[src/rtl/cpu_run_pkg.sv]
// cpu_run_pkg: shared state encoding and halt-cause codes for the run controller
package cpu_run_pkg;

    typedef enum logic [2:0] {IDLE, RUN, STEP, BURST, HALTED} run_state_e;

    localparam int CAUSE_W = 3;

    localparam logic [CAUSE_W-1:0] CAUSE_NONE       = 3'd0;
    localparam logic [CAUSE_W-1:0] CAUSE_STEP_DONE  = 3'd1;
    localparam logic [CAUSE_W-1:0] CAUSE_BURST_DONE = 3'd2;
    localparam logic [CAUSE_W-1:0] CAUSE_BP         = 3'd3;
    localparam logic [CAUSE_W-1:0] CAUSE_HALT_REQ   = 3'd4;
    localparam logic [CAUSE_W-1:0] CAUSE_WORK_LOW   = 3'd5;

endpackage

[src/rtl/bp_match_unit.sv]
// bp_match_unit: parallel PC breakpoint comparators OR-reduced into one match flag
module bp_match_unit #(
    parameter int PC_W   = 8,
    parameter int NUM_BP = 2
) (
    input  logic [PC_W-1:0]        pc,
    input  logic [NUM_BP-1:0]      bp_en,
    input  logic [NUM_BP*PC_W-1:0] bp_addr,
    output logic                   bp_match
);

    logic [NUM_BP-1:0] hit;

    for (genvar i = 0; i < NUM_BP; i++) begin : g_cmp
        assign hit[i] = bp_en[i] && (bp_addr[i*PC_W +: PC_W] == pc);
    end

    assign bp_match = |hit;

endmodule

[src/rtl/cpu_run_ctrl.sv]
// cpu_run_ctrl: clock-enable execution controller with step, burst, breakpoints, halt and retire counter
module cpu_run_ctrl
    import cpu_run_pkg::*;
#(
    parameter int PC_W   = 8,
    parameter int CNT_W  = 16,
    parameter int NUM_BP = 2
) (
    input  logic                   clk,
    input  logic                   rst,
    input  logic                   work,
    input  logic                   step_req,
    input  logic                   burst_req,
    input  logic [CNT_W-1:0]       burst_len,
    input  logic                   halt_req,
    input  logic                   clr_halt,
    input  logic                   cnt_clr,
    input  logic [PC_W-1:0]        pc,
    input  logic [NUM_BP-1:0]      bp_en,
    input  logic [NUM_BP*PC_W-1:0] bp_addr,
    output logic                   core_en,
    output logic                   running,
    output logic                   halted,
    output logic [CAUSE_W-1:0]     halt_cause,
    output logic [CNT_W-1:0]       retired_cnt
);

    run_state_e         state, state_nxt;
    logic [CNT_W-1:0]   remaining, remaining_nxt;
    logic [CAUSE_W-1:0] cause_nxt;
    logic               skip_bp, skip_set, bp_match, bp_hit;

    bp_match_unit #(.PC_W(PC_W), .NUM_BP(NUM_BP)) u_bp (
        .pc       (pc),
        .bp_en    (bp_en),
        .bp_addr  (bp_addr),
        .bp_match (bp_match)
    );

    assign bp_hit  = bp_match && !skip_bp;
    assign running = state inside {RUN, STEP, BURST};
    assign halted  = state == HALTED;
    // RUN checks work before retiring, so dropping work retires nothing that cycle
    assign core_en = running && !halt_req && !(bp_hit && state != STEP) && !(state == RUN && !work);
    assign skip_set = halted && state_nxt != HALTED && halt_cause == CAUSE_BP;

    always_comb begin
        state_nxt     = state;
        cause_nxt     = halt_cause;
        remaining_nxt = remaining;
        case (state)
            IDLE: begin
                if (halt_req) begin
                    state_nxt = HALTED;
                    cause_nxt = CAUSE_HALT_REQ;
                end else if (step_req) begin
                    state_nxt = STEP;
                end else if (burst_req && burst_len != '0) begin
                    state_nxt     = BURST;
                    remaining_nxt = burst_len;
                end else if (work) begin
                    state_nxt = RUN;
                end
            end
            RUN: begin
                if (halt_req || bp_hit) begin
                    state_nxt = HALTED;
                    cause_nxt = halt_req ? CAUSE_HALT_REQ : CAUSE_BP;
                end else if (!work) begin
                    state_nxt = IDLE;
                    cause_nxt = CAUSE_WORK_LOW;
                end
            end
            STEP: begin
                state_nxt = halt_req ? HALTED : IDLE;
                cause_nxt = halt_req ? CAUSE_HALT_REQ : CAUSE_STEP_DONE;
            end
            BURST: begin
                if (halt_req || bp_hit) begin
                    state_nxt = HALTED;
                    cause_nxt = halt_req ? CAUSE_HALT_REQ : CAUSE_BP;
                end else begin
                    remaining_nxt = remaining - 1'b1;
                    if (remaining == 1) begin
                        state_nxt = IDLE;
                        cause_nxt = CAUSE_BURST_DONE;
                    end
                end
            end
            HALTED: begin
                if (!halt_req && step_req) begin
                    state_nxt = STEP;
                end else if (!halt_req && clr_halt) begin
                    state_nxt = IDLE;
                end
            end
            default: state_nxt = IDLE;
        endcase
    end

    always_ff @(posedge clk or negedge rst) begin
        if (!rst) begin
            state       <= IDLE;
            halt_cause  <= CAUSE_NONE;
            remaining   <= '0;
            skip_bp     <= 1'b0;
            retired_cnt <= '0;
        end else begin
            state       <= state_nxt;
            halt_cause  <= cause_nxt;
            remaining   <= remaining_nxt;
            skip_bp     <= skip_set ? 1'b1 : core_en ? 1'b0 : skip_bp;
            retired_cnt <= cnt_clr ? '0 : (core_en && !(&retired_cnt)) ? retired_cnt + 1'b1 : retired_cnt;
        end
    end

endmodule

[config.mk]
export PLATFORM = sky130hd
export DESIGN_NAME = cpu_run_ctrl
export DESIGN_NICKNAME = d
export VERILOG_FILES = /design/src/rtl/cpu_run_pkg.sv /design/src/rtl/bp_match_unit.sv /design/src/rtl/cpu_run_ctrl.sv
export SDC_FILE = /design/constraint.sdc
export NUM_CORES = 1
export LEC_CHECK = 0
export CAP_MARGIN = 20
export CORE_MARGIN = 5
export CORE_UTILIZATION = 40
export CTS_CLUSTER_SIZE = 16
export DETAILED_ROUTE_END_ITERATION = 10
export GPL_TIMING_DRIVEN = 0
export PLACE_DENSITY = 0.68
export SETUP_SLACK_MARGIN = 0.3
export SYNTH_ARGS = -nofsm -noshare
export SYNTH_HDL_FRONTEND = slang
export SYNTH_SLANG_ARGS = --single-unit
[constraint.sdc]
create_clock -name clk -period 2.6 [get_ports clk]
set_input_delay 0.52 -clock clk [delete_from_list [all_inputs] [get_ports clk]]
set_output_delay 0.52 -clock clk [all_outputs]
set_load 0.01 [all_outputs]
==> results of run 1 <==
## power by group
part           internal, mW  switching [mW]
clock network         0.286           0.235
registers             0.703           0.110
logic                 0.266           0.236
## cells in the final DEF, fill, tap and decap left out, types with 4 or more instances in the layout
cell,synthesis,layout
xnor2_2,0,6
nor2b_1,10,10
a21oi_1,16,16
nand4_1,9,9
nor3_1,14,13
clkbuf_8,0,5
clkbuf_1,12,8
or4_4,2,5
clkdlybuf4s50_1,0,27
o32a_1,6,6
nor2_1,48,46
dfrtp_1,39,38
xnor2_1,16,10
buf_4,0,15
nand2_1,21,21
buf_2,4,4
dlygate4sd2_1,0,20
o21ai_0,13,12
nand2b_1,4,4
buf_6,2,5
or4_1,12,9
dlymetal6s2s_1,0,4
and2_1,5,5
a31oi_1,9,9
o31ai_1,6,5
inv_1,11,11
nor4_1,8,8
clkdlybuf4s15_1,0,10
clkbuf_2,0,6
nand3_1,14,12
mux2_2,8,8
## per-stage QoR
step / util [%] / hold WS (ns)
after global placement: 53.61 / 0.5125
after detailed placement: 53.83 / 0.4445
after CTS: 57.80 / 0.1150
after global routing: 59.76 / 0.1358
final: 59.76 / 0.1210
after floorplan: - / 0.2244
## per-layer routing
layer / up-vias / GRT usage (%) / share of wire, % / wire, um
met2: 135 / 32.64 / 48 / 4242
met4: 2 / 5.656 / 0.94 / 83
met5: - / 0 / 0.15 / 13
met3: 9 / 4.647 / 6.9 / 611
li1: 1461 / - / - / -
met1: 1483 / 25.10 / 44 / 3881
## worst max-delay path by stage
stage	from	to	slack, ns	cells after the start
3_3_place_gp	work	core_en	-0.67	6
4_1_cts	state[2]	running	0.27	3
2_1_floorplan	burst_len[8]	remaining[9]	0.33	5
3_5_place_dp	work	core_en	-0.70	6
6_report	bp_addr[6]	remaining[9]	0.33	8
5_1_grt	bp_addr[3]	remaining[1]	0.28	9
## flip-flops by register name, summed over array words and instances (netlist names)
name,flops
retired_cnt,16
halt_cause,3
skip_bp,1
state,3
remaining,16
## layout make-up
class | instances | area [um2] | area share (%)
clock buffer | 5 | 68.82 | 1.686
clock inverter | 3 | 43.79 | 1.073
timing repair buffer | 88 | 820.8 | 20.10
sequential | 39 | 977.2 | 23.93
multi-input combinational | 271 | 1891 | 46.31
buffer | 18 | 120.1 | 2.942
inverter | 11 | 41.29 | 1.011
tap | 96 | 120.1 | 2.942
## cells by family (layout without fill, tap and decap cells)
family | after synthesis | after routing | share of synthesized area, %
multiplexers | 11 | 11 | 4.286
buffers and inverters | 29 | 125 | 4.551
AND/OR/NAND/NOR | 163 | 163 | 30.31
AO/OA/AOI/OAI | 78 | 78 | 20.11
XOR/XNOR | 16 | 16 | 4.949
flip-flops | 39 | 39 | 34.47
adder cells (fa/ha/maj) | 3 | 3 | 1.326
## worst max-delay path: cells and delay by family
family / cells / cell delay [ns]
muxes: 1 / 0.33
xor gates and xnor gates: 1 / 0.19
and+or+nand+nor: 2 / 0.68
AOI/OAI and AO/OA: 2 / 0.40
buffers and inverters: 2 / 0.34
## what timing repair did
action / CTS / global route
setup buffers: 8 / 7
cloned: 0 / 1
gates resized for setup: 83 / 39
pin swaps: 31 / 20
setup endpoints to repair: 37 / 22
==> metrics.cfg, run 1 <==
[drt]
drc = 0
drtAntennaViolNets = 0
via_per_inst = 5.819
drt_iter0_drc = 177
vias = 3090
dr.pass1.iters = 5
wl_per_cell_um = 16.63
routed_wl_um = 8832

[flow_run]
max-cap-violations = 0

[floorplanning]
dieWidth_um = 94.14
core_area_um2 = 6832
die_h_um = 94.14
die-area_um2 = 8861
ios = 72
rows = 30
start_util_pct = 41.45

[critical_path]
worst_r2r_startpoint = retired_cnt[0]
worstPathCellList = clkdlybuf4s15_1 > xnor2_2 > nand3_2 > or4_4 > o31a_1 > buf_6 > a21oi_4 > mux2_4
worstPathArrival_ns = 2.46
slowest_delay_ns = 0.54
critPathLaunchType = input port
cp_max_fo = 6
crit_required_ns = 2.79
reg2reg_depth = 6
reg2reg_setup_slack_ns = 0.46
crit_path_end_kind = flip-flop
r2r-end = retired_cnt[13]
critical_path_class = input port to flip-flop
cp_slowest_cell = or4_4

[synth]
yosysTopAreaCellShare_pct = 34.47
synth_common_cells = nor2_1 (48), dfrtp_1 (39), nand2_1 (21)
postSynth.asyncResetShare_pct = 100.0
syn_inst = 339
ys_seq_elements = 39
yosysTopAreaCell = dfrtp_1
yosys_warnings = 0
avgSynthCellArea_um2 = 8.352
synth.net_count = 392
synth_cell_types = 54
synth_area_um2 = 2831
synth-edff-count = 0
yosysMostFrequentCell = nor2_1
synth_ff_type = dfrtp_1
synthTopCellsByArea = dfrtp_1 (34%), nor2_1 (6.4%), xnor2_1 (4.9%), mux2_2 (3.2%), or4_1 (3.2%)
seq_area_frac_synth_pct = 34.47

[global_route]
grt_pass1_vias = 2961
antenna_found_initial = 1
grt.total_usage_pct = 19.58
grt_pass1_wl_um = 14020
grt_max_degree = 28
grt_overflow_total = 0

[power_and_ir_drop]
leakagePower_nw = 1.659
powerDensity_nw_per_um2 = 449.6
ir_drop_mv = 0.2677
total_power_mw = 1.836

[clocking]
clock_path_buffers = 2
clk_pin_slew_ns = 0.08
clock-sinks = 39
cts-root-buf = clkbuf_8
insertion_delay_ns = 0.30
tritoncts = done
holdBufCountCts = 0
cts_max_level = 2
cts_made_buffers = 5

[final_layout]
fill_cells = 643
stdcell_area_um2 = 4083
syn_to_final_growth_pct = 44.19
final_nets = 487
diodes = 0
drive_above_1_share_pct = 18.85
instances_no_fill = 531

[timing]
rsz0062_at_grt = yes
slew_headroom_pct = 63.73
fin_setup_tns_ns = 0
final_hold_viol_count = 0
finalWorstSetupSlack_ns = 0.3263
fin_crit_sh_pct = 87.45
fmax_mhz = 439.8
setup_violations = 0
fin_crit_ns = 2.274
tightest_slew_ns = 0.5440
skew_ns = 0.004956
slew_violations = 0

[placed_design]
pre_cts_ws_ns = -0.6965
place_area_um2 = 3677
dp.cells = 507
gp_congestion = 0.8957
dpl.hpwl_um = 6332
portBuffers = 71

[worst_hold_path]
hp-class = input port to asynchronous set/reset pin

[run_status]
outcome = complete, no violations

(Power assumes the default switching activity.)
==> inputs of run 2 (changes only) <==
--- a/config.mk
+++ b/config.mk
@@ -10,8 +10,9 @@
 export CORE_UTILIZATION = 40
 export CTS_CLUSTER_SIZE = 16
 export DETAILED_ROUTE_END_ITERATION = 10
+export DONT_BUFFER_PORTS = 1
 export GPL_TIMING_DRIVEN = 0
-export PLACE_DENSITY = 0.68
+export PLACE_DENSITY = 0.55
 export SETUP_SLACK_MARGIN = 0.3
 export SYNTH_ARGS = -nofsm -noshare
 export SYNTH_HDL_FRONTEND = slang
==> run 2 against run 1 <==
Cell area is 24% lower; largest power group unchanged; sequential share of layout area rose by 7.4 points; cell count down 16%; first-iteration DRC count is 23% higher; via count shrank 13%.
==> metrics.cfg, run 2 (same netlist as run 1, synthesis figures left out) <==
[clocking]
tritoncts = done
clk_pin_slew_ns = 0.09  ; about the same
cts-root-buf = clkbuf_8
cts_max_level = 2  ; unchanged
cts_made_buffers = 5  ; unchanged
insertion_delay_ns = 0.30  ; about the same
clock-sinks = 39  ; unchanged
clock_path_buffers = 2  ; unchanged
cts_setup_buffers = 0  ; -8

[global_route]
antenna_found_initial = 0  ; -1
grt_pass1_wl_um = 13370  ; -4.6%
grt_overflow_total = 0  ; unchanged
grt_max_degree = 40  ; +43%
grt.total_usage_pct = 18.93  ; -0.65 points
grt_pass1_vias = 2653  ; -10%

[final_layout]
final_core_util_pct = 45.62  ; -14 points
syn_to_final_growth_pct = 10.08
diodes = 0  ; unchanged
layout_commonest_cell = nor2_1
largestRegisters = remaining: 16 flops, retired_cnt: 16 flops
stdcell_area_um2 = 3117  ; -24%
final_nets = 400  ; -18%
drive_above_1_share_pct = 11.21  ; -7.6 points
layout_common_cells = nor2_1 (48), dfrtp_1 (38), nand2_1 (21)

[worst_hold_path]
hp-class = input port to asynchronous set/reset pin

[critical_path]
crit_required_ns = 2.79  ; about the same
slowest_delay_ns = 0.59  ; +0.05 ns
critPathBufInv = 0  ; -2
reg2reg_setup_slack_ns = 0.42  ; -0.04 ns
r2r-end = retired_cnt[13]
critPathLaunchType = input port
cp_max_fo = 6  ; unchanged
critical_path_class = input port to flip-flop
reg2reg_depth = 6  ; unchanged
worst_r2r_startpoint = retired_cnt[1]
worstPathArrival_ns = 2.44  ; -0.02 ns
crit_path_end_kind = flip-flop
critPathTopFamily = simple AND/OR/NAND/NOR gates
worstPathCellList = or4_1 > o41ai_4 > nor3_2 > a21oi_4 > mux2_1
cp_slowest_cell = or4_1

[floorplanning]
rows = 30  ; unchanged
start_util_pct = 41.45  ; unchanged
core_area_um2 = 6832  ; unchanged
dieWidth_um = 94.14  ; unchanged
die-area_um2 = 8861  ; unchanged
die_h_um = 94.14  ; unchanged
ios = 72  ; unchanged

[drt]
dr.pass1.iters = 4  ; -1
vias = 2685  ; -13%
via_per_inst = 6.047  ; +3.9%
drtAntennaViolNets = 0  ; unchanged
routed_wl_um = 8176  ; -7.4%
drc = 0  ; unchanged
wl_per_cell_um = 18.41  ; +11%
drt_iter0_drc = 218  ; +23%

[flow_run]
max-cap-violations = 0  ; unchanged

[timing]
fmax_mhz = 444.9  ; +1.1%
fin_crit_sh_pct = 86.46  ; -0.99 points
fin_setup_tns_ns = 0  ; unchanged
finalWorstSetupSlack_ns = 0.3521  ; +0.02579 ns
slew_violations = 0  ; unchanged
slew_headroom_pct = 58.80  ; -4.9 points
final_hold_viol_count = 0  ; unchanged
rsz0062_at_grt = no
fin_crit_ns = 2.248  ; -0.02579 ns
setup_violations = 0  ; unchanged
skew_ns = 0.007304  ; +0.002348 ns
tightest_slew_ns = 0.6146  ; +0.07059 ns

[placed_design]
portBuffers = 0  ; -100%
pre_cts_ws_ns = 0.03431  ; +0.7308 ns
place_area_um2 = 2952  ; -20%
dpl.hpwl_um = 5992  ; -5.4%
gp_congestion = 0.8461  ; -5.5%

[power_and_ir_drop]
leakagePower_nw = 1.137  ; -31%
powerDensity_nw_per_um2 = 513.5  ; +14%
ir_drop_mv = 0.2401  ; -10%

[run_status]
outcome = complete, no violations

## run 2: cell count changes in the layout (fill, tap and decap cells not counted), sizes merged, moves of 2 or more
cell / previous run / this run
buf: 27 / 7
dlygate4sd2: 20 / 0
clkdlybuf4s50: 27 / 0
clkdlybuf4s15: 13 / 0
clkbuf: 20 / 18
dlymetal6s2s: 4 / 0
## run 2: what timing repair did
item,in CTS,in global routing
endpoints found under the setup margin,2,23
hold endpoints to repair,39,0
cloned,0,0
hold buffers,1,0
pin swaps,1,1
gates resized for setup,5,12
## run 2: power by group
| part | switching, mW | internal (mW) | leakage, nW |
|---|---|---|---|
| clock network | 0.238 | 0.188 | 0.0412 |
| logic | 0.183 | 0.174 | 0.601 |
| registers | 0.114 | 0.703 | 0.495 |
| total | 0.535 | 1.07 | 1.14 |
## run 2: worst max path at each step
stage / startpoint / endpoint / depth (start not counted)
5_1_grt: state[1] / core_en / 5
3_5_place_dp: pc[5] / remaining[8] / 7
3_3_place_gp: burst_len[8] / remaining[9] / 5
6_report: burst_len[0] / remaining[9] / 5
4_1_cts: state[1] / retired_cnt[5] / 7
2_1_floorplan: burst_len[8] / remaining[9] / 5
## run 2: stage by stage
stage               hold WS [ns]  instances  total power [mW]
global placement          0.2257        435             1.154
global route             0.05943        444             1.709
CTS                      0.06268        444             1.605
finish                   0.06218        444             1.600
detailed placement        0.2261        435             1.155
floorplan                 0.2244        339             1.070
## run 2: layer usage
| layer | wire length [um] | vias up | GRT usage, % |
|---|---|---|---|
| li1 | - | 1282 | - |
| met1 | 3785 | 1278 | 26.29 |
| met2 | 3577 | 115 | 28.33 |
| met3 | 747 | 10 | 7.131 |
| met4 | 66 | 0 | 3.249 |
| met5 | 0 | - | 0 |
## run 2: layout make-up
cell class	instances	area (um2)
Fill cell	724	3715
Multi-Input combinational cell	271	1769
Sequential cell	39	977.2
Tap cell	96	120.1
Buffer	18	96.34
Clock buffer	6	72.57
Inverter	11	41.29
Timing Repair Buffer	1	27.53
Clock inverter	2	12.51
==> inputs of run 3 (changes only) <==
--- a/config.mk
+++ b/config.mk
@@ -13,6 +13,7 @@
 export DONT_BUFFER_PORTS = 1
 export GPL_TIMING_DRIVEN = 0
 export PLACE_DENSITY = 0.55
+export REMOVE_ABC_BUFFERS = 1
 export SETUP_SLACK_MARGIN = 0.3
 export SYNTH_ARGS = -nofsm -noshare
 export SYNTH_HDL_FRONTEND = slang
==> run 3 against run 2 <==
Routed wire length is 6.6% lower; via count fell by 2.7%; register-to-register slack gained 0.02 ns; largest power group unchanged; cell area down 0.68%; clock skew barely moved; worst setup slack improved by 0.071 ns; sequential power is 1% higher; utilization is 0.31 points lower; clock power is 8.7% higher; fmax up 3.3%; highest routed layer unchanged.
==> metrics.cfg, run 3 (same netlist as run 1, synthesis figures left out) <==
[clocking]
tritoncts = done
cts_made_buffers = 5  ; unchanged
cts_max_level = 2  ; unchanged
cts-root-buf = clkbuf_8
clk_pin_slew_ns = 0.08  ; about the same
insertion_delay_ns = 0.29  ; about the same
clock_path_buffers = 2  ; unchanged
clock-sinks = 39  ; unchanged

[drt]
drc = 0  ; unchanged
routed_wl_um = 7633  ; -6.6%
wl_per_cell_um = 17.75  ; -3.6%
vias = 2613  ; -2.7%
drt_iter0_drc = 172  ; -21%
dr.pass1.iters = 4  ; unchanged
via_per_inst = 6.077  ; +0.49%
drtAntennaViolNets = 0  ; unchanged

[floorplanning]
rows = 30  ; unchanged
dieWidth_um = 94.14  ; unchanged
core_area_um2 = 6832  ; unchanged
die-area_um2 = 8861  ; unchanged
ios = 72  ; unchanged
die_h_um = 94.14  ; unchanged
start_util_pct = 41.45  ; unchanged

[critical_path]
crit_path_end_kind = primary output
cp_slowest_cell = dfrtp_1
critPathLaunchType = flip-flop
worstPathArrival_ns = 1.66  ; -0.78 ns
worstPathCellList = nor2_1 > a21oi_1 > nor4b_2 > nor3_4
crit_required_ns = 2.08  ; -0.71 ns
slowest_delay_ns = 0.60  ; about the same
cp_max_fo = 15  ; +9
critical_path_class = flip-flop to primary output

[global_route]
antenna_found_initial = 0  ; unchanged
grt_overflow_total = 0  ; unchanged
grt_pass1_wl_um = 12490  ; -6.6%
grt_max_degree = 40  ; unchanged
grt.total_usage_pct = 17.68  ; -1.3 points
grt_pass1_vias = 2482  ; -6.4%

[power_and_ir_drop]
ir_drop_mv = 0.1891  ; -21%
powerDensity_nw_per_um2 = 525.0  ; +2.2%
total_power_mw = 1.625  ; +1.5%
leakagePower_nw = 1.120  ; -1.5%

[placed_design]
dpl.hpwl_um = 5473  ; -8.7%
gp_congestion = 0.8010  ; -5.3%
portBuffers = 0  ; unchanged

[final_layout]
final_nets = 386  ; -3.5%
largestRegisters = remaining: 16 flops, retired_cnt: 16 flops
layout_common_cells = nor2_1 (47), dfrtp_1 (38), nand2_1 (20)
layout_commonest_cell = nor2_1
drive_above_1_share_pct = 11.68  ; +0.47 points
diodes = 0  ; unchanged
syn_to_final_growth_pct = 9.324

[timing]
fmax_mhz = 459.4  ; +3.3%
timing.hold.ws_ns = 0.06080  ; -0.001386 ns
slew_headroom_pct = 60.57  ; +1.8 points
fin_crit_ns = 2.177  ; -0.07132 ns
final_hold_viol_count = 0  ; unchanged
setup_violations = 0  ; unchanged
skew_ns = 0.007519  ; +0.0002154 ns
rsz0062_at_grt = yes
fin_crit_sh_pct = 83.72  ; -2.7 points
slew_violations = 0  ; unchanged
tightest_slew_ns = 0.5915  ; -0.02314 ns

[run_status]
outcome = complete, no violations

[flow_run]
max-cap-violations = 0  ; unchanged

[worst_hold_path]
hp-class = input port to asynchronous set/reset pin

[run 3: cell count changes in the layout (fill, tap and decap cells not counted), moves of 2 or more]
cell / before / now
clkbuf_1: 10 / 1
buf_2: 3 / 0
buf_12: 0 / 2
clkbuf_2: 2 / 0
clkbuf_8: 5 / 7
[run 3: critical path: cells and delay by family (launching register included)]
| kind | cells | cell delay (ns) |
|---|---|---|
| DFF | 1 | 0.60 |
| and+or+nand+nor | 3 | 0.58 |
| AOI/OAI and AO/OA | 1 | 0.18 |
[run 3: power by group]
| part | leakage (nW) | total [mW] | internal (mW) | switching, mW |
|---|---|---|---|---|
| combinational | 0.573 | 0.336 | 0.171 | 0.166 |
| sequential | 0.495 | 0.826 | 0.703 | 0.123 |
| clock | 0.0515 | 0.463 | 0.243 | 0.220 |
[run 3: worst paths after layout]
kind	slack, ns	depth (start not counted)	endpoint	startpoint
worst max-delay path	0.42	4	core_en	state[2]
max in group asynchronous	2.32	1	remaining[3]	rst
min in group clk	0.28	1	state[0]	halt_req
worst max register to register	0.44	6	retired_cnt[13]	retired_cnt[0]
worst min-delay path	0.06	1	remaining[11]	rst
worst min register to register	0.55	1	remaining[9]	remaining[9]
[run 3: metal layers]
layer	wire, um	GRT usage, %
met2	3462	26.73
met5	0	0
met1	3411	24.40
met4	112	4.934
met3	646	5.208
[run 3: timing repair]
item / 4_1_cts / 5_1_grt
setup buffers: 2 / 0
resized for setup: 5 / 10
endpoints found under the setup margin: 15 / 27
hold buffers: 1 / 0
endpoints found under the hold margin: 39 / 0
[run 3: final cells by class]
cell class / count / area [um2]
timing repair buffer: 5 / 66.31
tap: 96 / 120.1
sequential: 39 / 977.2
clock buffer: 8 / 100.1
multi-input combinational: 271 / 1790
fill: 697 / 3736
inverter: 11 / 41.29
[run 3: per-stage QoR]
step           utilization (%)  worst slack [ns]  TNS, ns  std cells  area (um2)
6_report                 45.31            0.4234        0        430        3095
5_1_grt                  45.31            0.2849        0        430        3095
4_1_cts                  44.69            0.1928        0        430        3053
3_5_place_dp             42.27           -0.1266  -0.1266        419        2888
3_3_place_gp             41.92           -0.4247   -4.424        417        2864
2_1_floorplan                -            0.1607        0        321        2744
